### config.mk
export PLATFORM = sky130hd
export DESIGN_NAME = tm1637_responder
export DESIGN_NICKNAME = d
export VERILOG_FILES = /design/src/rtl/tm1637_pkg.sv /design/src/rtl/tm1637_sync_edge.sv /design/src/rtl/tm1637_responder.sv
export SDC_FILE = /design/constraint.sdc
export NUM_CORES = 1
export LEC_CHECK = 0
export CAP_MARGIN = 15
export CORE_MARGIN = 1
export CORE_UTILIZATION = 47
export CTS_BUF_LIST = sky130_fd_sc_hd__clkbuf_4 sky130_fd_sc_hd__clkbuf_8 sky130_fd_sc_hd__clkbuf_16
export DETAILED_ROUTE_END_ITERATION = 10
export GPL_TIMING_DRIVEN = 0
export PLACE_DENSITY = 0.83
export SLEW_MARGIN = 40
export SYNTH_ARGS = -nofsm -noshare
export SYNTH_HDL_FRONTEND = slang
export SYNTH_SLANG_ARGS = --single-unit
### constraint.sdc
create_clock -name clk_50M -period 1.81 [get_ports clk_50M]
set_input_delay 0.181 -clock clk_50M [delete_from_list [all_inputs] [get_ports clk_50M]]
set_output_delay 0.181 -clock clk_50M [all_outputs]
set_load 0.02 [all_outputs]
### src/rtl/tm1637_pkg.sv
// Shared types and constants for the TM1637 bus responder.
package tm1637_pkg;

  // Protocol FSM states; the encoding is exported on debug_state
  typedef enum logic [2:0] {
    ST_IDLE  = 3'd0,
    ST_START = 3'd1,
    ST_BIT   = 3'd2,
    ST_ACK   = 3'd3,
    ST_HOLD  = 3'd4
  } state_t;

  // Command class, taken from bits [7:6] of the first byte after START
  localparam logic [1:0] CMD_DATA = 2'b01;
  localparam logic [1:0] CMD_ADDR = 2'b11;
  localparam logic [1:0] CMD_CTRL = 2'b10;

  // Flag bit positions inside command bytes
  localparam int BIT_FIXED_ADDR = 2;
  localparam int BIT_KEY_READ   = 1;
  localparam int BIT_DISP_ON    = 3;

  // Idle bus levels; both lines are pulled up
  localparam logic CLK_IDLE = 1'b1;
  localparam logic DIO_IDLE = 1'b1;

  // Auto-increment address step, wrapping at the last digit
  function automatic logic [2:0] next_addr(input logic [2:0] a, input int num);
    if (int'(a) == num - 1) return 3'd0;
    return a + 3'd1;
  endfunction

endpackage

### src/rtl/tm1637_sync_edge.sv
// Multi-flop synchronizer with edge detection for one asynchronous bus line.
module tm1637_sync_edge #(
  parameter int   STAGES   = 2,
  parameter logic IDLE_LVL = 1'b1
) (
  input  logic clk,
  input  logic rst_n,
  input  logic din,
  output logic level,
  output logic rise,
  output logic fall
);

  logic [STAGES-1:0] sync_q;
  logic              prev_q;

  // Shift the raw line through the chain; keep last synchronized value for edges
  always_ff @(posedge clk) begin
    if (!rst_n) begin
      sync_q <= {STAGES{IDLE_LVL}};
      prev_q <= IDLE_LVL;
    end else begin
      sync_q <= {sync_q[STAGES-2:0], din};
      prev_q <= sync_q[STAGES-1];
    end
  end

  // Edges are formed only from flopped values, so they are glitch-free
  assign level = sync_q[STAGES-1];
  assign rise  = level & ~prev_q;
  assign fall  = ~level & prev_q;

endmodule

### src/rtl/tm1637_responder.sv
// TM1637 display-controller bus responder: decodes data, address and
// display-control commands and holds the resulting display RAM.
module tm1637_responder
  import tm1637_pkg::*;
#(
  parameter int SYNC_STAGES = 2,
  parameter int NUM_DIGITS  = 6
) (
  input  logic                    clk_50M,
  input  logic                    rst_n,
  input  logic                    tm1637_clk,
  input  logic                    tm1637_dio_in,
  output logic                    tm1637_dio_oe,
  output logic [8*NUM_DIGITS-1:0] seg_data,
  output logic                    disp_on,
  output logic [2:0]              brightness,
  output logic                    update_strobe,
  output logic                    proto_err,
  output logic [2:0]              debug_state
);

  logic clk_lvl, clk_rise, clk_fall;
  logic dio_lvl, dio_rise, dio_fall;

  tm1637_sync_edge #(.STAGES(SYNC_STAGES), .IDLE_LVL(CLK_IDLE)) u_sync_clk (
    .clk   (clk_50M),
    .rst_n (rst_n),
    .din   (tm1637_clk),
    .level (clk_lvl),
    .rise  (clk_rise),
    .fall  (clk_fall)
  );

  tm1637_sync_edge #(.STAGES(SYNC_STAGES), .IDLE_LVL(DIO_IDLE)) u_sync_dio (
    .clk   (clk_50M),
    .rst_n (rst_n),
    .din   (tm1637_dio_in),
    .level (dio_lvl),
    .rise  (dio_rise),
    .fall  (dio_fall)
  );

  // A DIO change coinciding with a CLK edge is taken as the CLK edge only
  logic clk_edge, bus_start, bus_stop;
  assign clk_edge  = clk_rise | clk_fall;
  assign bus_start = dio_fall & clk_lvl & ~clk_edge;
  assign bus_stop  = dio_rise & clk_lvl & ~clk_edge;

  state_t     state;
  logic [2:0] bit_cnt;
  logic [6:0] shreg;      // bits 0..6 of the byte in flight, LSB first
  logic       byte_full;  // 8th bit sampled, waiting for the 8th falling edge
  logic       ack_ok;     // the completed byte is to be acknowledged
  logic       first_byte; // next completed byte is the command byte
  logic       wr_active;  // valid address command seen: data bytes write RAM
  logic       discard;    // bad address command seen: data bytes dropped
  logic       mode_fixed; // 1 = fixed address, 0 = auto-increment
  logic       dirty;      // something was updated since the last STOP
  logic [2:0] addr;
  logic [7:0] rx_byte;

  assign rx_byte     = {dio_lvl, shreg};
  assign debug_state = state;

  // Protocol FSM, byte decode and register file
  always_ff @(posedge clk_50M) begin
    if (!rst_n) begin
      state         <= ST_IDLE;
      tm1637_dio_oe <= 1'b0;
      seg_data      <= '0;
      disp_on       <= 1'b0;
      brightness    <= 3'd0;
      update_strobe <= 1'b0;
      proto_err     <= 1'b0;
      bit_cnt       <= 3'd0;
      shreg         <= 7'd0;
      byte_full     <= 1'b0;
      ack_ok        <= 1'b0;
      first_byte    <= 1'b0;
      wr_active     <= 1'b0;
      discard       <= 1'b0;
      mode_fixed    <= 1'b0;
      dirty         <= 1'b0;
      addr          <= 3'd0;
    end else begin
      update_strobe <= 1'b0;
      if (bus_stop) begin
        state         <= ST_IDLE;
        tm1637_dio_oe <= 1'b0;
        update_strobe <= dirty;
        dirty         <= 1'b0;
        bit_cnt       <= 3'd0;
        byte_full     <= 1'b0;
        wr_active     <= 1'b0;
        discard       <= 1'b0;
      end else if (bus_start) begin
        // A partial byte is abandoned; only a started byte counts as an error
        if ((state == ST_BIT || state == ST_ACK || state == ST_HOLD) && bit_cnt != 3'd0)
          proto_err <= 1'b1;
        state         <= ST_START;
        tm1637_dio_oe <= 1'b0;
        bit_cnt       <= 3'd0;
        byte_full     <= 1'b0;
        first_byte    <= 1'b1;
        wr_active     <= 1'b0;
        discard       <= 1'b0;
      end else begin
        case (state)
          ST_START: if (clk_fall) state <= ST_BIT;

          ST_BIT: begin
            if (clk_rise && !byte_full) begin
              bit_cnt <= bit_cnt + 3'd1;
              if (bit_cnt != 3'd7) begin
                shreg <= {dio_lvl, shreg[6:1]};
              end else begin
                byte_full <= 1'b1;
                ack_ok    <= 1'b1;
                if (first_byte) begin
                  first_byte <= 1'b0;
                  case (rx_byte[7:6])
                    CMD_DATA: begin
                      if (rx_byte[BIT_KEY_READ]) begin
                        proto_err <= 1'b1;
                        ack_ok    <= 1'b0;
                      end else begin
                        mode_fixed <= rx_byte[BIT_FIXED_ADDR];
                        dirty      <= 1'b1;
                      end
                    end
                    CMD_ADDR: begin
                      if (int'(rx_byte[2:0]) >= NUM_DIGITS) begin
                        proto_err <= 1'b1;
                        discard   <= 1'b1;
                      end else begin
                        addr      <= rx_byte[2:0];
                        wr_active <= 1'b1;
                        dirty     <= 1'b1;
                      end
                    end
                    CMD_CTRL: begin
                      disp_on    <= rx_byte[BIT_DISP_ON];
                      brightness <= rx_byte[2:0];
                      dirty      <= 1'b1;
                    end
                    default: proto_err <= 1'b1;
                  endcase
                end else if (wr_active) begin
                  for (int i = 0; i < NUM_DIGITS; i++)
                    if (int'(addr) == i) seg_data[8*i +: 8] <= rx_byte;
                  if (!mode_fixed) addr <= next_addr(addr, NUM_DIGITS);
                  dirty <= 1'b1;
                end else if (!discard) begin
                  // trailing byte after a data or display-control command
                  proto_err <= 1'b1;
                end
              end
            end else if (clk_fall && byte_full) begin
              byte_full <= 1'b0;
              if (ack_ok) begin
                state         <= ST_ACK;
                tm1637_dio_oe <= 1'b1;
              end else begin
                state <= ST_HOLD;
              end
            end
          end

          // The counter is already 0 here, so the next byte starts cleanly
          ST_ACK: begin
            if (clk_fall) begin
              tm1637_dio_oe <= 1'b0;
              state         <= ST_BIT;
            end
          end

          default: ;
        endcase
      end
    end
  end

endmodule

==> results of run 1 <==
-- critical path, cell delays in order (launching register included) --
cell	delay (ns)
dfxtp_1	0.31
clkbuf_1	0.21
nor2b_1	0.34
o2111ai_4	0.18
or4_4	0.57
mux2i_1	0.17
-- where the power goes --
group | leakage (uW) | internal (uW) | switching [uW] | total (uW)
clock network | 0.000105 | 690 | 715 | 1400
logic | 0.00111 | 35.3 | 73.4 | 109
registers | 0.000679 | 1850 | 8.32 | 1860
-- cell type report --
class                      count  share of cell area, %
timing repair buffer          69                   15.0
clock buffer                  10                   3.02
buffer                        16                   1.81
inverter                       9                  0.742
sequential                    84                   37.1
clock inverter                 6                   1.57
multi-input combinational    232                   38.2
tap                           96                   2.64
-- synth_stat cells (2+ instances only) --
cell       n  area [sq um]
dfxtp_1   84          1680
nand2_1   75           282
mux2i_1   62           621
clkbuf_1  14          52.6
nor2_1    14          52.6
ha_1       9           113
inv_1      9          33.8
a21oi_1    8          40.0
nand2b_1   7          43.8
o21ai_0    7          35.0
nor3_1     4          20.0
nor2b_1    3          18.8
nor3b_1    3          22.5
a31oi_1    2          12.5
and2_1     2          12.5
buf_6      2          22.5
nand3_1    2          10.0
o211ai_1   2          15.0
o41ai_1    2          17.5
or4_1      2          15.0
xnor2_1    2          17.5
-- layer usage --
layer  wire length (microns)  up-vias
li1                        -     1335
met1                    3670     1390
met2                    4520      119
met3                     513       25
met4                     233        0
met5                       0        -
-- what timing repair did --
| item | CTS | global route |
|---|---|---|
| endpoints found under the setup margin | 68 | 57 |
| buffers inserted | 5 | 4 |
| gates cloned | 0 | 0 |
| gates resized for setup | 20 | 25 |
| pin swaps | 5 | 3 |
-- flip-flops by register name (all words and copies together) (netlist names), 2 cells and up --
name,flops
u_sync_dio.sync_q,2
seg_data,48
addr,3
brightness,3
shreg,7
bit_cnt,3
debug_state,3
u_sync_clk.sync_q,2
-- cells by family after synthesis --
kind of cell	after synthesis	synth area share, %
mux	62	18.3
compound gates	34	6.98
buf+inv	27	3.47
simple gates	125	17.8
flops	84	49.6
fa+ha+maj	9	3.32
xor+xnor	2	0.517
-- worst paths after layout --
path | endpoint | slack (ns) | cells past startpoint
worst min register to register | u_sync_clk.sync_q[1]$_SDFF_PN1_ | 0.41 | 1
worst max-delay path | seg_data[6]$_SDFFE_PN0P_ | -0.09 | 5
worst min-delay path | debug_state[0]$_SDFFE_PP0P_ | 0.21 | 3
worst max register to register | seg_data[6]$_SDFFE_PN0P_ | -0.09 | 5
-- per-stage QoR --
step | setup TNS (ns) | utilization, %
2_1_floorplan | 0 | -
3_3_place_gp | -6.44 | 59.8
3_5_place_dp | -8.45 | 59.8
4_1_cts | -0.597 | 64.5
5_1_grt | -2.10 | 66.2
6_report | -1.31 | 66.2
==> impl_metrics.json, run 1 <==
{
  "die_h_microns": 86.9,
  "number_of_buffers_added_to_fix_hold_violations_after_cts": 0,
  "grtUsageMet3_pct": 4.83,
  "mostFrequentLayoutCells": "dfxtp_1, nand2_1, mux2i_1, clkdlybuf4s50_1, nor2_1",
  "finalWeightedCongestion": 0.830,
  "ant_nets": 0,
  "largest_net_degree_at_the_start_of_global_routing": 16,
  "max_slew.worst_pin.slew_ns": 0.566,
  "drv_slew": 0,
  "clock_tree_from_tritoncts": "yes",
  "via_per_inst": 5.50,
  "report.final.hold_viol_count": 0,
  "groute.usage.overall_pct": 23.4,
  "dp.final_hpwl_microns": 5520,
  "row_count": 30,
  "crit_path_start": "first_byte$_SDFFE_PN0P_",
  "clockRootBuffer": "clkbuf_8",
  "clock_sinks": 84,
  "floorplan.core_area_sq_um": 6870,
  "syn_inst": 343,
  "grt_pass1_wl_microns": 13400,
  "drc_violation_count_after_routing": 0,
  "floorplan.io_pins": 62,
  "busiest_grt_layer": "met2",
  "layout.cells.most_common": "dfxtp_1",
  "synth_warnings": 0,
  "criticalPathCategory": "reg -> reg",
  "critPathLaunchType": "flop",
  "die_w_microns": 86.9,
  "crit_fanout": 8,
  "syn-cell-area_sq_um": 3390,
  "failing_checks": "negative setup slack",
  "totalPowerFinal_uw": 3380,
  "antenna_violations_before_repair": 0,
  "port_buffers": 60,
  "fmax_mhz": 527,
  "setup_violations": 23,
  "syn_to_final_growth_pct": 34.3,
  "wirelength_microns": 8940,
  "seq_area_frac_synth_pct": 49.6,
  "first_global_vias": 2732,
  "final_cell_area_sq_um": 4550,
  "clockBufferDepth": 2,
  "static_leakage_uw": 0.00190,
  "num-fill-cells": 484,
  "finalWorstSetupSlack_ns": -0.0880,
  "die-area_sq_um": 7550,
  "finClkSkew_ns": 0.0172,
  "hold_path_startpoint": "rst_n",
  "post_drt_wl_per_cell_microns": 17.1,
  "pre_cts_slack_ns": -0.217,
  "firstDrtPassIters": 5,
  "initial_core_util_pct": 49.3,
  "yosys.cell_types.count": 49,
  "tritoncts.num_buffers": 9,
  "power-per-cell-area_nw_per_um2": 742,
  "critPathCaptureType": "flop",
  "min_period_ns": 1.90,
  "clkTransAtPathRegs_ns": 0.09,
  "dpl-instance-area_sq_um": 4110,
  "synth-edff-count": 0,
  "detailroute.via_count": 2869,
  "r2r_start": "first_byte$_SDFFE_PN0P_",
  "async_reset_ff_share_pct": 0,
  "ir_drop_uv": 674,
  "dominantRegCellSynth": "dfxtp_1",
  "seq_area_sq_um": 1690,
  "overflow": 0,
  "worst_slew_margin_rel_pct": 62.3,
  "yosys_register_bits": 84,
  "detailedRoute.firstIterationViolations": 336,
  "multi_input_area_sq_um": 1740,
  "drive_above_1_share_pct": 12.9,
  "finalNetCount": 434,
  "count_of_non_filler_cells_in_the_finished_layout": 522,
  "met1_usage_pct": 28.0,
  "worst_skew_pair_later_pin_latency_ns": 0.36,
  "fin_hold_ws_ns": 0.214,
  "period_share_pct": 105,
  "arrival_ns": 2.14,
  "cts.htree.levels": 3,
  "diodes": 0,
  "run_status": "complete, but fails checks",
  "hold_class": "in -> reg",
  "global_route.usage.met2_pct": 40.6,
  "drv_cap": 0,
  "data_required_critical_path_ns": 2.05,
  "placed_instance_count": 499,
  "rsz_0062_raised_after_global_routing": "true",
  "synth.avg_cell_area_sq_um": 9.88,
  "postSynthNetCount": 356
}
Power figures use the tool's default switching activity.
==> inputs of run 2 (changes only) <==
Settings changed: CORE_UTILIZATION 47 to 34, PLACE_DENSITY 0.83 to 0.65.
==> impl_metrics.json, run 2 (same netlist as run 1, synthesis figures left out) <==
{
  "syn_to_final_growth_pct": 36.6,
  "fmax_mhz": 541,
  "mostFrequentLayoutCells": "dfxtp_1, nand2_1, mux2i_1, clkdlybuf4s50_1, nor2_1",
  "detailedRoute.firstIterationViolations": 109,
  "clockBufferDepth": 2,
  "failing_checks": "negative setup slack",
  "critical_path_buf_inv_count": 0,
  "finalWeightedCongestion": 0.816,
  "first_global_vias": 2683,
  "die_h_microns": 102,
  "largest_reg_flops": 48,
  "top_flop_regs": "seg_data: 48 flops, shreg: 7 flops",
  "cp_top_family": "simple AND/OR/NAND/NOR gates",
  "ir_drop_uv": 428,
  "min_period_ns": 1.85,
  "grt_pass1_wl_microns": 13100,
  "floorplan.io_pins": 62,
  "clockRootBuffer": "clkbuf_8",
  "placed_instance_count": 536,
  "drv_slew": 0,
  "dp.final_hpwl_microns": 5490,
  "swShare_pct": 24.3,
  "floorplan.core_area_sq_um": 9730,
  "arrival_ns": 2.08,
  "die_w_microns": 102,
  "worst_slew_margin_rel_pct": 63.1,
  "wirelength_microns": 8200,
  "initial_core_util_pct": 34.8,
  "count_of_non_filler_cells_in_the_finished_layout": 562,
  "layout.cells.most_common": "dfxtp_1",
  "power.share.clock_pct": 41.6,
  "finalNetCount": 437,
  "firstDrtPassIters": 5,
  "critPathLaunchType": "flop",
  "regMostFlops": "seg_data",
  "ant_nets": 0,
  "groute.usage.overall_pct": 16.4,
  "crit_fanout": 8,
  "drc_violation_count_after_routing": 0,
  "cts.htree.levels": 3,
  "finClkSkew_ns": 0.0163,
  "post_drt_wl_per_cell_microns": 14.6,
  "period_share_pct": 102,
  "setup_violations": 16,
  "drive_above_1_share_pct": 14.7,
  "critPathCaptureType": "flop",
  "num-fill-cells": 952,
  "worst_skew_pair_later_pin_latency_ns": 0.36,
  "cp_common_cell": "ha_4",
  "power.sequential.fraction_pct": 55.2,
  "port_buffers": 60,
  "antenna_violations_before_repair": 0,
  "largest_net_degree_at_the_start_of_global_routing": 17,
  "static_leakage_uw": 0.00189,
  "criticalPathCategory": "reg -> reg",
  "power-per-cell-area_nw_per_um2": 728,
  "via_per_inst": 4.76,
  "finalWorstSetupSlack_ns": -0.0372,
  "clock_sinks": 84,
  "tritoncts.num_buffers": 9,
  "data_required_critical_path_ns": 2.04,
  "detailroute.via_count": 2675,
  "max_slew.worst_pin.slew_ns": 0.554,
  "worstPathCellList": "ha_4, ha_4, and3b_2, o2111ai_4, or4_4, mux2i_1",
  "hold_class": "in -> reg",
  "overflow": 0,
  "rsz_0062_raised_after_global_routing": "true",
  "comb_power_share_pct": 3.2,
  "row_count": 36,
  "cell_internal_power_uw": 2550,
  "drv_cap": 0,
  "report.final.hold_viol_count": 0,
  "run_status": "complete, but fails checks",
  "power.net_switching_uw": 818,
  "die-area_sq_um": 10400,
  "slowest_stage": "or4_4",
  "diodes": 0,
  "crit_path_max_incr_delay_ns": 0.57,
  "clock_tree_from_tritoncts": "yes",
  "clkTransAtPathRegs_ns": 0.09,
  "layout.core_utilization_pct": 47.6
}
run 2: routing by layer:
layer  GRT usage (%)  vias up  wire length [microns]
met3            3.97       14                    268
li1                -     1333                      -
met5               0        -                      0
met4            7.25        0                    192
met2            26.4       50                   3910
met1            21.1     1278                   3830
run 2: power by group through the flow:
stage / Combinational [uW] / Sequential [uW] / Clock [uW]
6_report: 108 / 1860 / 1400
5_1_grt: 119 / 1860 / 1490
4_1_cts: 101 / 1860 / 1420
3_5_place_dp: 90.7 / 1900 / 0
3_3_place_gp: 89.7 / 1900 / 0
2_1_floorplan: 60.1 / 1900 / 0
run 2: worst paths after layout:
| check | startpoint | to | slack, ns | cells after the start |
|---|---|---|---|---|
| max | bit_cnt[0]$_SDFFE_PP0P_ | seg_data[34]$_SDFFE_PN0P_ | -0.04 | 6 |
| min | rst_n | debug_state[0]$_SDFFE_PP0P_ | 0.20 | 3 |
| max reg2reg | bit_cnt[0]$_SDFFE_PP0P_ | seg_data[34]$_SDFFE_PN0P_ | -0.04 | 6 |
| min reg2reg | u_sync_dio.sync_q[0]$_SDFF_PN1_ | u_sync_dio.sync_q[1]$_SDFF_PN1_ | 0.43 | 1 |
run 2: layout make-up:
class | count | area [sq um] | area share (%)
Inverter | 9 | 33.8 | 0.730
Sequential cell | 84 | 1690 | 36.6
Buffer | 16 | 80.1 | 1.73
Timing Repair Buffer | 72 | 711 | 15.4
Clock buffer | 9 | 124 | 2.68
Tap cell | 133 | 166 | 3.60
Multi-Input combinational cell | 232 | 1740 | 37.6
Clock inverter | 7 | 82.6 | 1.78
run 2: worst min-delay path: cells and delay by family:
| kind | cells | cell delay, ns |
|---|---|---|
| AO/OA/AOI/OAI | 1 | 0.04 |
| buffers and inverters | 1 | 0.16 |
| AND/OR/NAND/NOR | 1 | 0.13 |
run 2: stage by stage:
step                area, sq um  TNS, ns  setup slack [ns]  hold slack, ns  power (uW)
finish                     4630   -0.416           -0.0372           0.195        3370
global route               4630    -1.74            -0.102           0.231        3470
CTS                        4520   -0.544           -0.0730           0.203        3380
detailed placement         4160   -11.32            -0.274           0.393        1990
global placement           4160    -8.09            -0.203           0.390        1990
floorplan                  3390        0            0.0222           0.282        1960
run 2: what timing repair did:
item | CTS | global route
gates resized for setup | 26 | 26
gates cloned | 1 | 0
buffers inserted | 8 | 3
setup endpoints to repair | 64 | 48
pin swaps | 5 | 7
hold buffers | 0 | 0
==> inputs of run 3 (changes only) <==
Settings changed: MAX_ROUTING_LAYER from default to met4.
==> impl_metrics.json, run 3 (same netlist as run 1, synthesis figures left out) <==
{
  "firstDrtPassIters": 6,
  "cp_top_family": "simple AND/OR/NAND/NOR gates",
  "worst_slew_margin_rel_pct": 63.2,
  "r2r_start": "bit_cnt[0]$_SDFFE_PP0P_",
  "number_of_buffers_added_to_fix_hold_violations_after_cts": 0,
  "largest_net_degree_at_the_start_of_global_routing": 17,
  "die_h_microns": 102,
  "finalNetCount": 437,
  "drv_cap": 0,
  "drv_slew": 0,
  "rsz_0062_raised_after_global_routing": "true",
  "tritoncts.num_buffers": 9,
  "syn_to_final_growth_pct": 36.6,
  "clock_tree_from_tritoncts": "yes",
  "drc_violation_count_after_routing": 0,
  "floorplan.io_pins": 62,
  "arrival_ns": 2.09,
  "worstReg2RegEnd": "seg_data[34]$_SDFFE_PN0P_",
  "drive_above_1_share_pct": 14.7,
  "fmax_mhz": 541,
  "clockBufferDepth": 2,
  "setup_violations": 17,
  "worst_skew_pair_later_pin_latency_ns": 0.36,
  "critPathLaunchType": "flop",
  "mostFrequentLayoutCells": "dfxtp_1, nand2_1, mux2i_1, clkdlybuf4s50_1, nor2_1",
  "critPathCaptureType": "flop",
  "antenna_violations_before_repair": 0,
  "hold_class": "in -> reg",
  "seq_area_sq_um": 1690,
  "top_flop_regs": "seg_data: 48 flops, shreg: 7 flops",
  "via_per_inst": 4.75,
  "worstPathCellList": "ha_4, ha_4, and3b_2, o2111ai_4, or4_4, mux2i_1",
  "num-fill-cells": 952,
  "finClkSkew_ns": 0.0161,
  "cp.depth": 6,
  "diodes": 0,
  "row_count": 36,
  "pre_cts_slack_ns": -0.274,
  "die-area_sq_um": 10400,
  "criticalPathCategory": "reg -> reg",
  "failing_checks": "negative setup slack",
  "crit_fanout": 8,
  "post_drt_wl_per_cell_microns": 14.6,
  "dp.final_hpwl_microns": 5490,
  "initial_core_util_pct": 34.8,
  "clkTransAtPathRegs_ns": 0.09,
  "clock_sinks": 84,
  "largest_reg_flops": 48,
  "static_leakage_uw": 0.00189,
  "grt_pass1_wl_microns": 13200,
  "ant_nets": 0,
  "reg2regPathDepth": 6,
  "port_buffers": 60,
  "cts.htree.levels": 3,
  "multi_input_area_sq_um": 1740,
  "first_global_vias": 2678,
  "finalWorstSetupSlack_ns": -0.0382,
  "cp_common_cell": "ha_4",
  "worst-r2r-setup-slack_ns": -0.04,
  "data_required_critical_path_ns": 2.05,
  "regMostFlops": "seg_data",
  "setup.worst_path.end": "seg_data[34]$_SDFFE_PN0P_",
  "clockRootBuffer": "clkbuf_8",
  "slowest_stage": "or4_4",
  "max_slew.worst_pin.slew_ns": 0.552,
  "run_status": "complete, but fails checks",
  "report.final.hold_viol_count": 0,
  "power-per-cell-area_nw_per_um2": 729,
  "groute.usage.overall_pct": 17.0,
  "overflow": 0,
  "die_w_microns": 102,
  "detailroute.via_count": 2668,
  "crit_path_start": "bit_cnt[0]$_SDFFE_PP0P_",
  "crit_path_max_incr_delay_ns": 0.56,
  "min_period_ns": 1.85,
  "layout.cells.most_common": "dfxtp_1",
  "ir_drop_uv": 430,
  "count_of_non_filler_cells_in_the_finished_layout": 562,
  "detailedRoute.firstIterationViolations": 101,
  "wirelength_microns": 8190,
  "finalWeightedCongestion": 0.828,
  "floorplan.core_area_sq_um": 9730,
  "placed_instance_count": 536,
  "layout.core_utilization_pct": 47.6,
  "period_share_pct": 102,
  "critical_path_buf_inv_count": 0
}
## run 3: where the power goes
group	switching [uW]	leakage, uW	internal, uW	total, uW
clock	744	0.000104	661	1410
sequential	7.20	0.000679	1850	1860
combinational	72.6	0.00110	34.6	107
total	824	0.00189	2550	3370
## run 3: layout make-up
cell class	instances	area share (%)
clock buffer	9	2.68
multi-input combinational	232	37.6
buffer	16	1.73
clock inverter	7	1.78
sequential	84	36.6
inverter	9	0.730
tap	133	3.60
timing repair buffer	72	15.4
## run 3: timing repair
item                                    in CTS  in global routing
buffers inserted                             8                  3
gates cloned                                 1                  0
gates resized for setup                     26                 26
pin swaps                                    5                  7
endpoints found under the setup margin      64                 48
## run 3: layer usage
metal | up-vias | wire length [microns] | global-route usage (%)
met3 | 15 | 230 | 3.69
met1 | 1270 | 3830 | 21.5
met2 | 46 | 3910 | 26.3
li1 | 1337 | - | -
met5 | - | 0 | -
met4 | 0 | 210 | 7.25
## run 3: worst min-delay path by stage
stage | end | depth (start not counted) | startpoint
2_1_floorplan | u_sync_clk.sync_q[0]$_SDFF_PN1_ | 1 | tm1637_clk
3_3_place_gp | u_sync_dio.sync_q[1]$_SDFF_PN1_ | 1 | u_sync_dio.sync_q[0]$_SDFF_PN1_
3_5_place_dp | u_sync_clk.sync_q[1]$_SDFF_PN1_ | 1 | u_sync_clk.sync_q[0]$_SDFF_PN1_
4_1_cts | debug_state[0]$_SDFFE_PP0P_ | 3 | rst_n
5_1_grt | debug_state[0]$_SDFFE_PP0P_ | 3 | rst_n
6_report | debug_state[0]$_SDFFE_PP0P_ | 3 | rst_n
## run 3: per-stage QoR
stage	instance area, sq um	hold WS [ns]	setup TNS (ns)	power (uW)
2_1_floorplan	3390	0.282	0	1960
3_3_place_gp	4160	0.390	-8.09	1990
3_5_place_dp	4160	0.393	-11.32	1990
4_1_cts	4520	0.203	-0.544	3380
5_1_grt	4630	0.228	-1.73	3480
6_report	4630	0.189	-0.463	3370
## run 3: worst reg2reg max path: cells and delay by family (launching register included)
| kind | cells | cell delay, ns |
|---|---|---|
| AOI/OAI and AO/OA | 1 | 0.14 |
| adders and majority gates | 2 | 0.26 |
| DFF | 1 | 0.36 |
| muxes | 1 | 0.16 |
| and+or+nand+nor | 2 | 0.82 |
